$ cat config.mk
export PLATFORM = sky130hd
export DESIGN_NAME = rgb2bayer_mode0
export DESIGN_NICKNAME = d
export VERILOG_FILES = /design/src/rtl/rgb2bayer_mode0.sv
export SDC_FILE = /design/constraint.sdc
export NUM_CORES = 1
export LEC_CHECK = 0
export BUFFER_PORTS_ARGS = -buffer_cell sky130_fd_sc_hd__buf_4
export CAP_MARGIN = 25
export CORE_MARGIN = 8
export CORE_UTILIZATION = 51
export DETAILED_ROUTE_END_ITERATION = 16
export GPL_TIMING_DRIVEN = 1
export PLACE_DENSITY = 0.82
export RECOVER_POWER = 100
export SKIP_LAST_GASP = 1
export SYNTH_ARGS = -nofsm -noshare
export SYNTH_HDL_FRONTEND = slang
export SYNTH_SLANG_ARGS = --single-unit
export TNS_END_PERCENT = 100
$ cat constraint.sdc
create_clock -name clk -period 3.6 [get_ports clk]
set_input_delay 0.36 -clock clk [delete_from_list [all_inputs] [get_ports clk]]
set_output_delay 0.36 -clock clk [all_outputs]
set_load 0.005 [all_outputs]
$ cat src/rtl/rgb2bayer_mode0.sv
// rgb2bayer_mode0: re-mosaics a half-resolution {R,G,B} stream into a
// full-resolution Bayer stream. Each input pixel becomes a 2x2 quad, so each
// input line is written to one bank of an external ping-pong line buffer and
// then read back twice (even and odd output rows).
// Optional build macro: RGB2BAYER_TESTPAT_EN adds c_testpat, which replaces
// the Bayer sample with {out_row[0], out_col} for pipeline bring-up.
module rgb2bayer_mode0 #(
  parameter int PIXSIZE = 16,
  parameter int ROW_W   = 13,
  parameter int COL_W   = 14
) (
  input  logic                 clk,
  input  logic                 rst_n,
  input  logic                 c_en,
  input  logic [ROW_W:0]       c_rows,
  input  logic [COL_W:0]       c_cols,
  input  logic [1:0]           c_bayer_mode,
`ifdef RGB2BAYER_TESTPAT_EN
  input  logic                 c_testpat,
`endif
  input  logic                 frame_valid,
  input  logic                 line_valid,
  input  logic [3*PIXSIZE-1:0] pixel_data,
  output logic [COL_W-1:0]     waddr0,
  output logic [COL_W-1:0]     waddr1,
  output logic                 we0,
  output logic                 we1,
  output logic [3*PIXSIZE-1:0] din0,
  output logic [3*PIXSIZE-1:0] din1,
  output logic [COL_W-1:0]     raddr0,
  output logic [COL_W-1:0]     raddr1,
  input  logic [3*PIXSIZE-1:0] dout0,
  input  logic [3*PIXSIZE-1:0] dout1,
  output logic                 frame_valid_o,
  output logic                 line_valid_o,
  output logic [PIXSIZE-1:0]   pixel_data_o,
  output logic                 frame_start_o,
  output logic                 line_start_o,
  output logic                 overrun_o
);

  typedef enum logic [2:0] {
    IDLE  = 3'd0,
    ROW_E = 3'd1,
    GAP   = 3'd2,
    ROW_O = 3'd3,
    GAP2  = 3'd4
  } state_t;

  // Only the test pattern needs the full column number downstream.
`ifdef RGB2BAYER_TESTPAT_EN
  localparam int TPC_W = COL_W + 1;
`else
  localparam int TPC_W = 1;
`endif

  // Pick the Bayer component for a (row parity, column parity) site.
  // Green sits where the parities differ unless mode[0] flips the lattice;
  // mode[1] decides whether red or blue occupies the even row.
  function automatic logic [PIXSIZE-1:0] cfa_pick(input logic [3*PIXSIZE-1:0] rgb,
                                                  input logic [1:0] mode,
                                                  input logic rp, input logic cp);
    logic [PIXSIZE-1:0] pick;
    if ((rp ^ cp) != mode[0]) pick = rgb[2*PIXSIZE-1 -: PIXSIZE];
    else if (rp ^ mode[1])     pick = rgb[3*PIXSIZE-1 -: PIXSIZE];
    else                       pick = rgb[PIXSIZE-1:0];
    return pick;
  endfunction

`ifdef RGB2BAYER_TESTPAT_EN
  function automatic logic [PIXSIZE-1:0] testpat_value(input logic row0, input logic [COL_W:0] col);
    logic [COL_W+1:0] tp;
    tp = {row0, col};
    return PIXSIZE'(tp);
  endfunction
`endif

  logic [ROW_W:0]   rows_cfg;
  logic [COL_W:0]   cols_cfg;
  logic [COL_W-1:0] in_col;
  logic [ROW_W-1:0] in_row;
  logic             accept, in_col_last, in_row_last, complete, wbank;
  logic [1:0]       full, full_kept, full_nx;
  logic             older, oldest;
  state_t           state, state_nx;
  logic [COL_W:0]   out_col, out_col_nx;
  logic [ROW_W:0]   out_row, out_row_nx;
  logic             rd_bank, rd_bank_nx, rowing, rel_bank, out_col_last, out_row_last;
  logic             s1_valid, s1_first, s1_ls, s1_last, s1_bank, s1_row0;
  logic             s2_valid, s2_first, s2_ls, s2_last, s2_bank, s2_row0;
  logic [TPC_W-1:0] s1_col, s2_col;
  logic [1:0]       s1_mode, s2_mode;
  logic             last_o;
  logic [3*PIXSIZE-1:0] rd_data;
  logic [PIXSIZE-1:0]   sample;

  assign accept       = c_en & frame_valid & line_valid;
  assign in_col_last  = (in_col == (cols_cfg[COL_W:1] - COL_W'(1'b1)));
  assign in_row_last  = (in_row == (rows_cfg[ROW_W:1] - ROW_W'(1'b1)));
  assign complete     = accept & in_col_last;
  assign wbank        = in_row[0];
  assign out_col_last = (out_col == (cols_cfg - (COL_W+1)'(1'b1)));
  assign out_row_last = (out_row == (rows_cfg - (ROW_W+1)'(1'b1)));
  assign oldest       = (full[0] & full[1]) ? older : full[1];

  // Capture frame geometry while the block is disabled.
  always_ff @(posedge clk) begin
    if (!rst_n) begin
      rows_cfg <= '0;
      cols_cfg <= '0;
    end else if (!c_en) begin
      rows_cfg <= c_rows;
      cols_cfg <= c_cols;
    end
  end

  // Write side: count input pixels and issue one registered RAM write each.
  always_ff @(posedge clk) begin
    if (!rst_n || !c_en) begin
      in_col <= '0;
      in_row <= '0;
      we0    <= 1'b0;
      we1    <= 1'b0;
      waddr0 <= '0;
      waddr1 <= '0;
      din0   <= '0;
      din1   <= '0;
    end else begin
      we0 <= accept & ~wbank;
      we1 <= accept & wbank;
      if (accept) begin
        waddr0 <= in_col;
        waddr1 <= in_col;
        din0   <= pixel_data;
        din1   <= pixel_data;
        if (in_col_last) begin
          in_col <= '0;
          in_row <= in_row_last ? '0 : in_row + ROW_W'(1'b1);
        end else begin
          in_col <= in_col + COL_W'(1'b1);
        end
      end
    end
  end

  // Bank full flags: a read release is applied before a same-cycle fill.
  always_comb begin
    full_kept = full;
    if (rel_bank) full_kept[rd_bank] = 1'b0;
    else          full_kept = full;
    full_nx = full_kept;
    if (complete) full_nx[wbank] = 1'b1;
    else          full_nx = full_kept;
  end

  // Full flags, fill order and sticky overrun.
  always_ff @(posedge clk) begin
    if (!rst_n || !c_en) begin
      full      <= 2'b00;
      older     <= 1'b0;
      overrun_o <= 1'b0;
    end else begin
      full <= full_nx;
      if (complete) begin
        older <= full_kept[~wbank] ? ~wbank : wbank;
        if (full_kept[wbank]) overrun_o <= 1'b1;
      end
    end
  end

  // Read FSM state and output raster position registers.
  always_ff @(posedge clk) begin
    if (!rst_n || !c_en) begin
      state   <= IDLE;
      out_col <= '0;
      out_row <= '0;
      rd_bank <= 1'b0;
    end else begin
      state   <= state_nx;
      out_col <= out_col_nx;
      out_row <= out_row_nx;
      rd_bank <= rd_bank_nx;
    end
  end

  // Read FSM next state: each buffered line is read twice with gaps between.
  always_comb begin
    state_nx   = state;
    out_col_nx = out_col;
    out_row_nx = out_row;
    rd_bank_nx = rd_bank;
    rowing     = 1'b0;
    rel_bank   = 1'b0;
    case (state)
      IDLE: begin
        if (full[0] | full[1]) begin
          state_nx   = ROW_E;
          rd_bank_nx = oldest;
        end else begin
          state_nx = IDLE;
        end
      end
      ROW_E, ROW_O: begin
        rowing = 1'b1;
        if (out_col_last) begin
          out_col_nx = '0;
          out_row_nx = out_row_last ? '0 : out_row + (ROW_W+1)'(1'b1);
          state_nx   = (state == ROW_E) ? GAP : GAP2;
          rel_bank   = (state == ROW_O);
        end else begin
          out_col_nx = out_col + (COL_W+1)'(1'b1);
        end
      end
      GAP: state_nx = ROW_O;
      GAP2: begin
        if (full[~rd_bank]) begin
          state_nx   = ROW_E;
          rd_bank_nx = ~rd_bank;
        end else begin
          state_nx = IDLE;
        end
      end
      default: state_nx = IDLE;
    endcase
  end

  // Pipeline stages 1 (RAM address) and 2 (RAM data) carry the site info.
  always_ff @(posedge clk) begin
    if (!rst_n || !c_en) begin
      raddr0 <= '0;  raddr1 <= '0;
      s1_valid <= 1'b0; s1_first <= 1'b0; s1_ls <= 1'b0; s1_last <= 1'b0;
      s1_bank <= 1'b0;  s1_row0 <= 1'b0;  s1_col <= '0;  s1_mode <= 2'b00;
      s2_valid <= 1'b0; s2_first <= 1'b0; s2_ls <= 1'b0; s2_last <= 1'b0;
      s2_bank <= 1'b0;  s2_row0 <= 1'b0;  s2_col <= '0;  s2_mode <= 2'b00;
    end else begin
      if (rowing) begin
        raddr0 <= out_col[COL_W:1];
        raddr1 <= out_col[COL_W:1];
      end
      s1_valid <= rowing;
      s1_first <= rowing & (out_col == '0) & (out_row == '0);
      s1_ls    <= rowing & (out_col == '0);
      s1_last  <= rowing & out_col_last & out_row_last;
      s1_bank  <= rd_bank;
      s1_row0  <= out_row[0];
      s1_col   <= out_col[TPC_W-1:0];
      if (rowing && (out_col == '0)) s1_mode <= c_bayer_mode;
      s2_valid <= s1_valid; s2_first <= s1_first; s2_ls <= s1_ls; s2_last <= s1_last;
      s2_bank  <= s1_bank;  s2_row0  <= s1_row0;  s2_col <= s1_col; s2_mode <= s1_mode;
    end
  end

  assign rd_data = s2_bank ? dout1 : dout0;

  // Select the outgoing sample from the read word (or the test pattern).
  always_comb begin
`ifdef RGB2BAYER_TESTPAT_EN
    if (c_testpat) sample = testpat_value(s2_row0, s2_col);
    else           sample = cfa_pick(rd_data, s2_mode, s2_row0, s2_col[0]);
`else
    sample = cfa_pick(rd_data, s2_mode, s2_row0, s2_col[0]);
`endif
  end

  // Output register stage and frame qualifier.
  always_ff @(posedge clk) begin
    if (!rst_n || !c_en) begin
      line_valid_o  <= 1'b0;
      frame_start_o <= 1'b0;
      line_start_o  <= 1'b0;
      frame_valid_o <= 1'b0;
      pixel_data_o  <= '0;
      last_o        <= 1'b0;
    end else begin
      line_valid_o  <= s2_valid;
      frame_start_o <= s2_first;
      line_start_o  <= s2_ls;
      last_o        <= s2_last;
      pixel_data_o  <= s2_valid ? sample : '0;
      if (s2_first)    frame_valid_o <= 1'b1;
      else if (last_o) frame_valid_o <= 1'b0;
    end
  end

endmodule
* Word level (Yosys, flattened, before mapping)
Cells that the tools add are included.
Word-level totals: output and inout port bits 175, logic and storage cells 134, bits of input ports 180, bits in registers 210
Cells by class: add/subtract/negate cells 8, order comparisons 6, muxes and demuxes 34, reductions and logical operators 17, equal/unequal tests 12, bitwise gates (word level) 19
Operators by type and width (count):
- $mux W48 | 1
- $mux W16 | 2
- $add A14 B1 Y14 const B | 2
- $eq A14 B14 Y1 | 2
- $mux W14 | 2
- $sub A14 B1 Y14 const B | 2
- $mux W1 | 19
- $add A15 B1 Y15 const B | 1
- $eq A15 B15 Y1 | 1
- $logic_not A15 Y1 | 1
- $mux W15 | 1
- $sub A15 B1 Y15 const B | 1
- $logic_not A14 Y1 | 1
- $add A13 B1 Y13 const B | 1
- $eq A13 B13 Y1 | 1
- $mux W13 | 1
- $sub A13 B1 Y13 const B | 1
- $pmux W3 S4 | 1
- $and A1 B1 Y1 | 10
- $lt A1 B2 Y1 const B | 4
- $eq A3 B2 Y1 const B | 2
- $mux W3 | 2
- $ne A2 B2 Y1 const B | 3
- $reduce_and A2 Y1 | 3
- 20 further kinds | 31

* Longest topological paths before layout
Gate-level depths: netlist (run 1).
depth after elaboration 10, gate-level depth with buffers 12, mapped depth without buffers 10

* Worst setup path before layout (run 1)
OpenSTA, ideal clock, no wires.
path kind reg-to-reg, from register rows_cfg[2], to register in_row[0], data arrival time 3.144 ns, required time 3.483 ns, library setup time 0.117 ns, cell stages (with the launch flop) 13, period minus slack after synthesis 3.261 ns, slack 0.339 ns, buffers on the path 2, path through dfxtp_1 > clkbuf_1 > inv_1 > ha_1 > or3b_2 > or3_1 > xnor2_1 > nor4_1 > o2111ai_1 > or4b_2 > o21ai_1 > buf_2 > nor2_1
Between the ends: word-level cells in the longest chain between the ends 3
RTL lines:
- from (decl) | RTL line 78 | logic [ROW_W:0] rows_cfg;
- from (signal assigned) | RTL line 112 | rows_cfg <= c_rows;
- $sub A13 B1 Y13 | RTL line 99 | assign in_row_last = (in_row == (rows_cfg[ROW_W:1] - ROW_W'(1'b1)));
- $eq A13 B13 Y1 | RTL line 99
- $mux W13 | RTL line 138 | in_row <= in_row_last ? '0 : in_row + ROW_W'(1'b1);
- to (signal assigned) | RTL line 138
- to (decl) | RTL line 81 | logic [ROW_W-1:0] in_row;
No other way between the ends. A chain may end at the register's enable or synchronous reset.

* Worst setup path in the final report (run 1)
from register rows_cfg[2], to register in_row[2]
Same word-level chain as after synthesis.

==> flow_metrics.env, run 1 <==
export IMPL_ff2ff_setup_slack_ns=0.16
export IMPL_clkTransAtPathRegs_ns=0.06
export IMPL_grt_ovfl_total=0
export IMPL_leakage_uw=0.005503
export IMPL_ys_seq_elements=210
export IMPL_maxSlewViolCount=28
export IMPL_cts_hold_buf=0
export IMPL_fmax_mhz=290.9
export IMPL_netlist_area_um2=10870
export IMPL_via_per_inst=5.507
export IMPL_synth_top_cells_by_area="dfxtp_1 39%, nand2_1 7.2%, buf_4 5.2%"
export IMPL_r2r_cells=11
export IMPL_violations="max-capacitance violations, max-slew violations"
export IMPL_setup_violations=0
export IMPL_row_count=53
export IMPL_min_period_ns=3.438
export IMPL_routabilityCongestion=0.9123
export IMPL_track_usage_pct=26.06
export IMPL_io_pins=355
export IMPL_drtAntennaViolNets=0
export IMPL_dp_hpwl_mm=27.85
export IMPL_r2r_end="in_row[2]$_SDFFE_PP0P_"
export IMPL_multi_input_area_um2=5695
export IMPL_drtIter0Drc=777
export IMPL_postSynthCellCount=1293
export IMPL_first_pass_iters=5
export IMPL_antenna_found_initial=4
export IMPL_min_from="c_bayer_mode[0]"
export IMPL_worstHoldPathCells=3
export IMPL_synthDistinctLibCells=67
export IMPL_tightest_slew_ns=1.526
export IMPL_syn_nets=1483
export IMPL_cts_htree_levels=1
export IMPL_crit_required_ns=4.00
export IMPL_setup_tns_ns=0
export IMPL_outcome="complete, but fails checks"
export IMPL_clock_sinks=210
export IMPL_syn_to_final_growth_pct=26.58
export IMPL_die_height_um=162.0
export IMPL_nNetsFinal=1730
export IMPL_rsz0062_at_grt="false"
export IMPL_cts_tree="yes"
export IMPL_crit_type="reg2reg"
export IMPL_clock_path_buffers=3
export IMPL_die_w_um=162.0
export IMPL_ys_warn_count=0
export IMPL_wirelength_mm=36.41
export IMPL_postSynthAreaPerCell_um2=8.407
export IMPL_crit_path_start_kind="flip-flop"
export IMPL_synthArstFlopShare_pct=0
export IMPL_wl_per_cell_um=19.84
export IMPL_nFillCells=1844
export IMPL_r2r_start="rows_cfg[2]$_SDFFE_PN0N_"
export IMPL_regArea_um2=4205
export IMPL_yosys_area_top_type_share_pct=38.67
export IMPL_clock_latency_ns=0.51
export IMPL_worstPathArrival_ns=3.84
export IMPL_grt_pass1_wl_mm=55.31
export IMPL_totalPowerFinal_uw=5348
export IMPL_fin_worst_skew_ns=0.004783
export IMPL_cts_root_buf="clkbuf_16"
export IMPL_worstHoldPathType="in2reg"
export IMPL_final_layout_size_suffix_gt1_share_pct=25.84
export IMPL_ir_drop_mv=0.3523
export IMPL_drc_errors=0
export IMPL_start_util_pct=51.87
export IMPL_p_per_area_nw_per_um2=388.7
export IMPL_num_vias=10105
export IMPL_grt_pass1_vias=9926
export IMPL_io_buffers=354
export IMPL_synth_edf_count=0
export IMPL_synth_main_ff_cell="dfxtp_1"
export IMPL_relSlewSlack_pct=-1.718
export IMPL_post_cts_setup_buffer_count=0
export IMPL_cts_repair_resized=0
export IMPL_core_um2=20960
export IMPL_grt_max_degree=64
export IMPL_min_to="s1_mode[0]$_SDFFE_PP0P_"
export IMPL_yosysTopAreaCell="dfxtp_1"
export IMPL_worstPathMaxFanout=12
export IMPL_endpoint_kind="flip-flop"
export IMPL_dieArea_um2=26240
export IMPL_cts_buffers=23
export IMPL_synth_seq_area_share_pct=38.67
export IMPL_max_cap_violations=1
export IMPL_hold_viol=0
export IMPL_layout_common_cells="209 x nand2_1, 209 x dfxtp_1, 198 x buf_4"
export IMPL_fin_crit_sh_pct=95.50
-- power by group --
group          internal [µW]  switching, µW
clock network           1400            939
logic                    317            294
registers               2350           45.0
-- critical path: stages, from the launching register on --
cell and delay (ns):
dfxtp_1 0.39, inv_1 0.13, ha_1 0.22, or3b_2 0.53, or3_1 0.38, xnor2_1 0.15
nor4_1 0.29, o2111ai_1 0.14, or4b_2 0.64, o21ai_0 0.19, buf_4 0.21, nor2_1 0.07
-- registers in the layout, summed over array words and instances (netlist names), 2 cells and up --
| register | cells |
|---|---|
| full | 2 |
| out_col | 15 |
| s2_mode | 2 |
| in_col | 14 |
| raddr1 | 14 |
| waddr1 | 14 |
| cols_cfg | 15 |
| state | 3 |
| in_row | 13 |
| s1_mode | 2 |
| rows_cfg | 14 |
| din1 | 48 |
| pixel_data_o | 16 |
| out_row | 14 |
-- through the flow --
stage	area, µm²	utilization, %	hold slack [ns]	worst slack, ns	instances
floorplan	10870	-	0.4291	0.3385	1293
global placement	13200	62.99	0.4455	0.3443	1789
detailed placement	13200	62.99	0.4520	0.2479	1789
CTS	13950	66.58	0.07226	0.2359	1830
global route	13760	65.66	0.08008	0.01648	1835
finish	13760	65.66	0.08759	0.1620	1835
-- cells in the mapped netlist (7+ instances only) --
master and number:
xnor2_1 53, nor2b_1 32, nand3_1 28, nor3_1 18, nor2_1 106, mux4_2 16
a21oi_1 109, a211oi_1 21, xor2_1 52, or3_1 10, buf_1 13, nor4b_1 7
inv_1 25, nor4_1 16, or4_1 11, nand2_1 209, nand4_1 17, ha_1 10
and3_1 28, dfxtp_1 210, o21ai_0 17, o31ai_1 10, mux2i_1 53, buf_4 76
clkbuf_1 64
-- layout make-up --
type	count	share of cell area [%]
Timing Repair Buffer	381	19.33
Clock inverter	9	0.7366
Clock buffer	32	4.719
Inverter	25	0.6820
Multi-Input combinational cell	899	41.39
Antenna cell	4	0.07275
Sequential cell	210	30.56
Tap cell	275	2.501
-- metal layers --
layer / up-vias / global-route usage, % / share of wire, %
li1: 4849 / - / -
met1: 4785 / 29.86 / 39
met2: 396 / 46.41 / 51
met3: 75 / 4.986 / 6.6
met4: 0 / 11.36 / 4.0
met5: - / 0 / 0
-- kinds of logic (layout without fill, tap and decap cells) --
group	after synthesis	after routing	share of synthesized area, %
and+or+nand+nor	522	522	23.53
AOI/OAI and AO/OA	192	192	10.74
adders and majority gates	10	10	1.151
other	0	4	0
buffers and inverters	184	447	9.047
xor gates and xnor gates	106	106	8.667
muxes	69	69	8.195
DFF	210	210	38.67
-- how the worst max path moves through the flow --
| stage | to | slack [ns] | cells past startpoint | start |
|---|---|---|---|---|
| finish | in_row[2]$_SDFFE_PP0P_ | 0.16 | 11 | rows_cfg[2]$_SDFFE_PN0N_ |
| CTS | out_row[11]$_SDFFE_PP0P_ | 0.24 | 8 | cols_cfg[8]$_SDFFE_PN0N_ |
| detailed placement | in_row[2]$_SDFFE_PP0P_ | 0.25 | 11 | rows_cfg[2]$_SDFFE_PN0N_ |
| floorplan | in_row[0]$_SDFFE_PP0P_ | 0.34 | 12 | rows_cfg[2]$_SDFFE_PN0N_ |
| global placement | out_row[11]$_SDFFE_PP0P_ | 0.34 | 8 | cols_cfg[8]$_SDFFE_PN0N_ |
| global route | in_row[11]$_SDFFE_PP0P_ | 0.02 | 11 | rows_cfg[2]$_SDFFE_PN0N_ |
Note: power is estimated with default switching activity, not from simulation.
==> inputs of run 2 (changes only) <==
--- a/config.mk
+++ b/config.mk
@@ -5,14 +5,14 @@
 export SDC_FILE = /design/constraint.sdc
 export NUM_CORES = 1
 export LEC_CHECK = 0
-export BUFFER_PORTS_ARGS = -buffer_cell sky130_fd_sc_hd__buf_4
 export CAP_MARGIN = 25
 export CORE_MARGIN = 8
-export CORE_UTILIZATION = 51
+export CORE_UTILIZATION = 64
+export CTS_CLUSTER_DIAMETER = 50
 export DETAILED_ROUTE_END_ITERATION = 16
+export DONT_BUFFER_PORTS = 1
 export GPL_TIMING_DRIVEN = 1
 export PLACE_DENSITY = 0.82
-export RECOVER_POWER = 100
 export SKIP_LAST_GASP = 1
 export SYNTH_ARGS = -nofsm -noshare
 export SYNTH_HDL_FRONTEND = slang
==> run 2 against run 1 <==
  * Clock power is 13% higher
  * Clock skew is 0.013 ns higher
  * Final cell count down 20%
  * First-iteration DRC count is 8.1% lower
  * Worst setup slack better by 0.028 ns
  * Wire length down 6.6%
  * Largest power group is now the clock network
  * The flow now finishes without violations
  * Global-route usage increased by 4.2 points
  * Largest cell class unchanged
==> flow_metrics.env, run 2 (synthesis results as in run 1) <==
export IMPL_p_int_uw=4198
export IMPL_outcome="finished, final reports clean"
export IMPL_drc_errors=0
export IMPL_nFillCells=1254
export IMPL_largest_reg_flops=48
export IMPL_crit_type="reg2reg"
export IMPL_via_per_inst=6.224
export IMPL_wirelength_mm=34.01
export IMPL_cts_tree="yes"
export IMPL_holdWs_ns=0.005214
export IMPL_first_pass_iters=6
export IMPL_fin_worst_skew_ns=0.01758
export IMPL_hold_viol=0
export IMPL_core_um2=16580
export IMPL_final_layout_size_suffix_gt1_share_pct=8.466
export IMPL_cts_root_buf="clkbuf_16"
export IMPL_max_cap_violations=0
export IMPL_die_w_um=146.3
export IMPL_grt_pass1_wl_mm=52.01
export IMPL_regMostFlops="din1"
export IMPL_p_per_area_nw_per_um2=466.0
export IMPL_leakage_uw=0.004257
export IMPL_track_usage_pct=30.25
export IMPL_crit_path_start_kind="flip-flop"
export IMPL_wl_per_cell_um=23.09
export IMPL_die_height_um=146.3
export IMPL_dieArea_um2=21410
export IMPL_switching_share_pct=24.06
export IMPL_worstHoldPathType="in2reg"
export IMPL_drtIter0Drc=714
export IMPL_clock_latency_ns=0.52
export IMPL_cts_htree_levels=1
export IMPL_start_util_pct=65.55
export IMPL_setup_violations=0
export IMPL_routabilityCongestion=1.004
export IMPL_totalPowerFinal_uw=5527
export IMPL_clock_path_buffers=3
export IMPL_row_count=47
export IMPL_min_period_ns=3.410
export IMPL_grt_max_degree=97
export IMPL_num_vias=9168
export IMPL_layout_commonest_cell="dfxtp_1"
export IMPL_relSlewSlack_pct=29.77
export IMPL_reg_largest_list="din1: 48 flops, pixel_data_o: 16 flops"
export IMPL_grt_pass1_vias=9082
export IMPL_grt_ovfl_total=0
export IMPL_crit_required_ns=3.98
export IMPL_cts_buffers=25
export IMPL_antenna_found_initial=3
export IMPL_p_sw_uw=1330
export IMPL_layout_common_cells="209 x dfxtp_1, 208 x nand2_1, 109 x a21oi_1"
export IMPL_rsz0062_at_grt="false"
export IMPL_dp_hpwl_mm=24.24
export IMPL_nNetsFinal=1424
export IMPL_cts_repair_resized=0
export IMPL_clockPowerShare_pct=47.9
export IMPL_final_setup_worst_slack_ns=0.1898
export IMPL_syn_to_final_growth_pct=9.104
export IMPL_fin_crit_sh_pct=94.73
export IMPL_ir_drop_mv=0.3859
export IMPL_pre_cts_ws_ns=0.2372
export IMPL_clkTransAtPathRegs_ns=0.06
export IMPL_fmax_mhz=293.2
export IMPL_worstPathArrival_ns=3.79
export IMPL_clock_sinks=210
export IMPL_io_pins=355
export IMPL_setup_tns_ns=0
export IMPL_maxSlewViolCount=0
export IMPL_tightest_slew_ns=1.048
export IMPL_endpoint_kind="flip-flop"
export IMPL_drtAntennaViolNets=0
export IMPL_power_share_combinational_pct=8.5
export IMPL_pwr_share_seq_pct=43.5
export IMPL_worstPathMaxFanout=12
export IMPL_io_buffers=0
==> run 2: repair_timing <==
action / in CTS / in global routing
hold endpoints to repair: 80 / 0
buffers inserted: 0 / 0
hold buffers: 50 / 0
==> run 2: metrics by stage <==
stage | util (%) | instances | area (µm²)
CTS | 71.29 | 1470 | 11820
detailed placement | 62.93 | 1375 | 10440
floorplan | - | 1293 | 10870
global placement | 62.93 | 1375 | 10440
finish | 71.52 | 1473 | 11860
global route | 71.52 | 1473 | 11860
==> run 2: final cells by class <==
type,instances,area (µm²),share of cell area [%]
clock buffers,32,711.9,6.003
well taps,220,275.3,2.321
diodes,1,2.502,0.02110
repair buffers,73,693.2,5.845
inverters,25,93.84,0.7912
clock inverters,13,173.9,1.466
flip-flops and latches,210,4205,35.46
multi-input cells,899,5704,48.10
==> run 2: path summary, 6_finish.rpt <==
path                             from                  endpoint  slack, ns  cells past startpoint
min                             rst_n  cols_cfg[9]$_SDFFE_PN0N_      0.005                      1
max          rows_cfg[2]$_SDFFE_PN0N_    in_row[4]$_SDFFE_PP0P_       0.19                     11
max reg2reg  rows_cfg[2]$_SDFFE_PN0N_    in_row[4]$_SDFFE_PP0P_       0.19                     11
min reg2reg          s1_ls$_SDFF_PP0_          s2_ls$_SDFF_PP0_       0.46                      1
==> run 2: worst max-delay path, cell delays in order (launching register included) <==
cell       delay [ns]
dfxtp_1          0.38
inv_1            0.12
ha_1             0.20
or3b_2           0.53
or3_1            0.38
xnor2_1          0.15
nor4_1           0.29
o2111ai_1        0.17
or4b_2           0.65
o21ai_1          0.14
buf_4            0.20
a21oi_1          0.06
==> run 2: power by group through the flow <==
stage	logic (µW)	registers [µW]	clock network (µW)
floorplan	365	2420	0
global placement	391	2450	0
detailed placement	399	2460	0
CTS	459	2400	2670
global route	511	2410	2770
finish	472	2410	2650
==> run 2: per-layer routing <==
metal,wire (µm),GRT usage (%),vias to the layer above
met1,13120,35.33,4347
li1,-,-,4242
met3,3571,10.94,95
met4,1061,9.325,4
met5,24,0,-
met2,16230,50.86,480
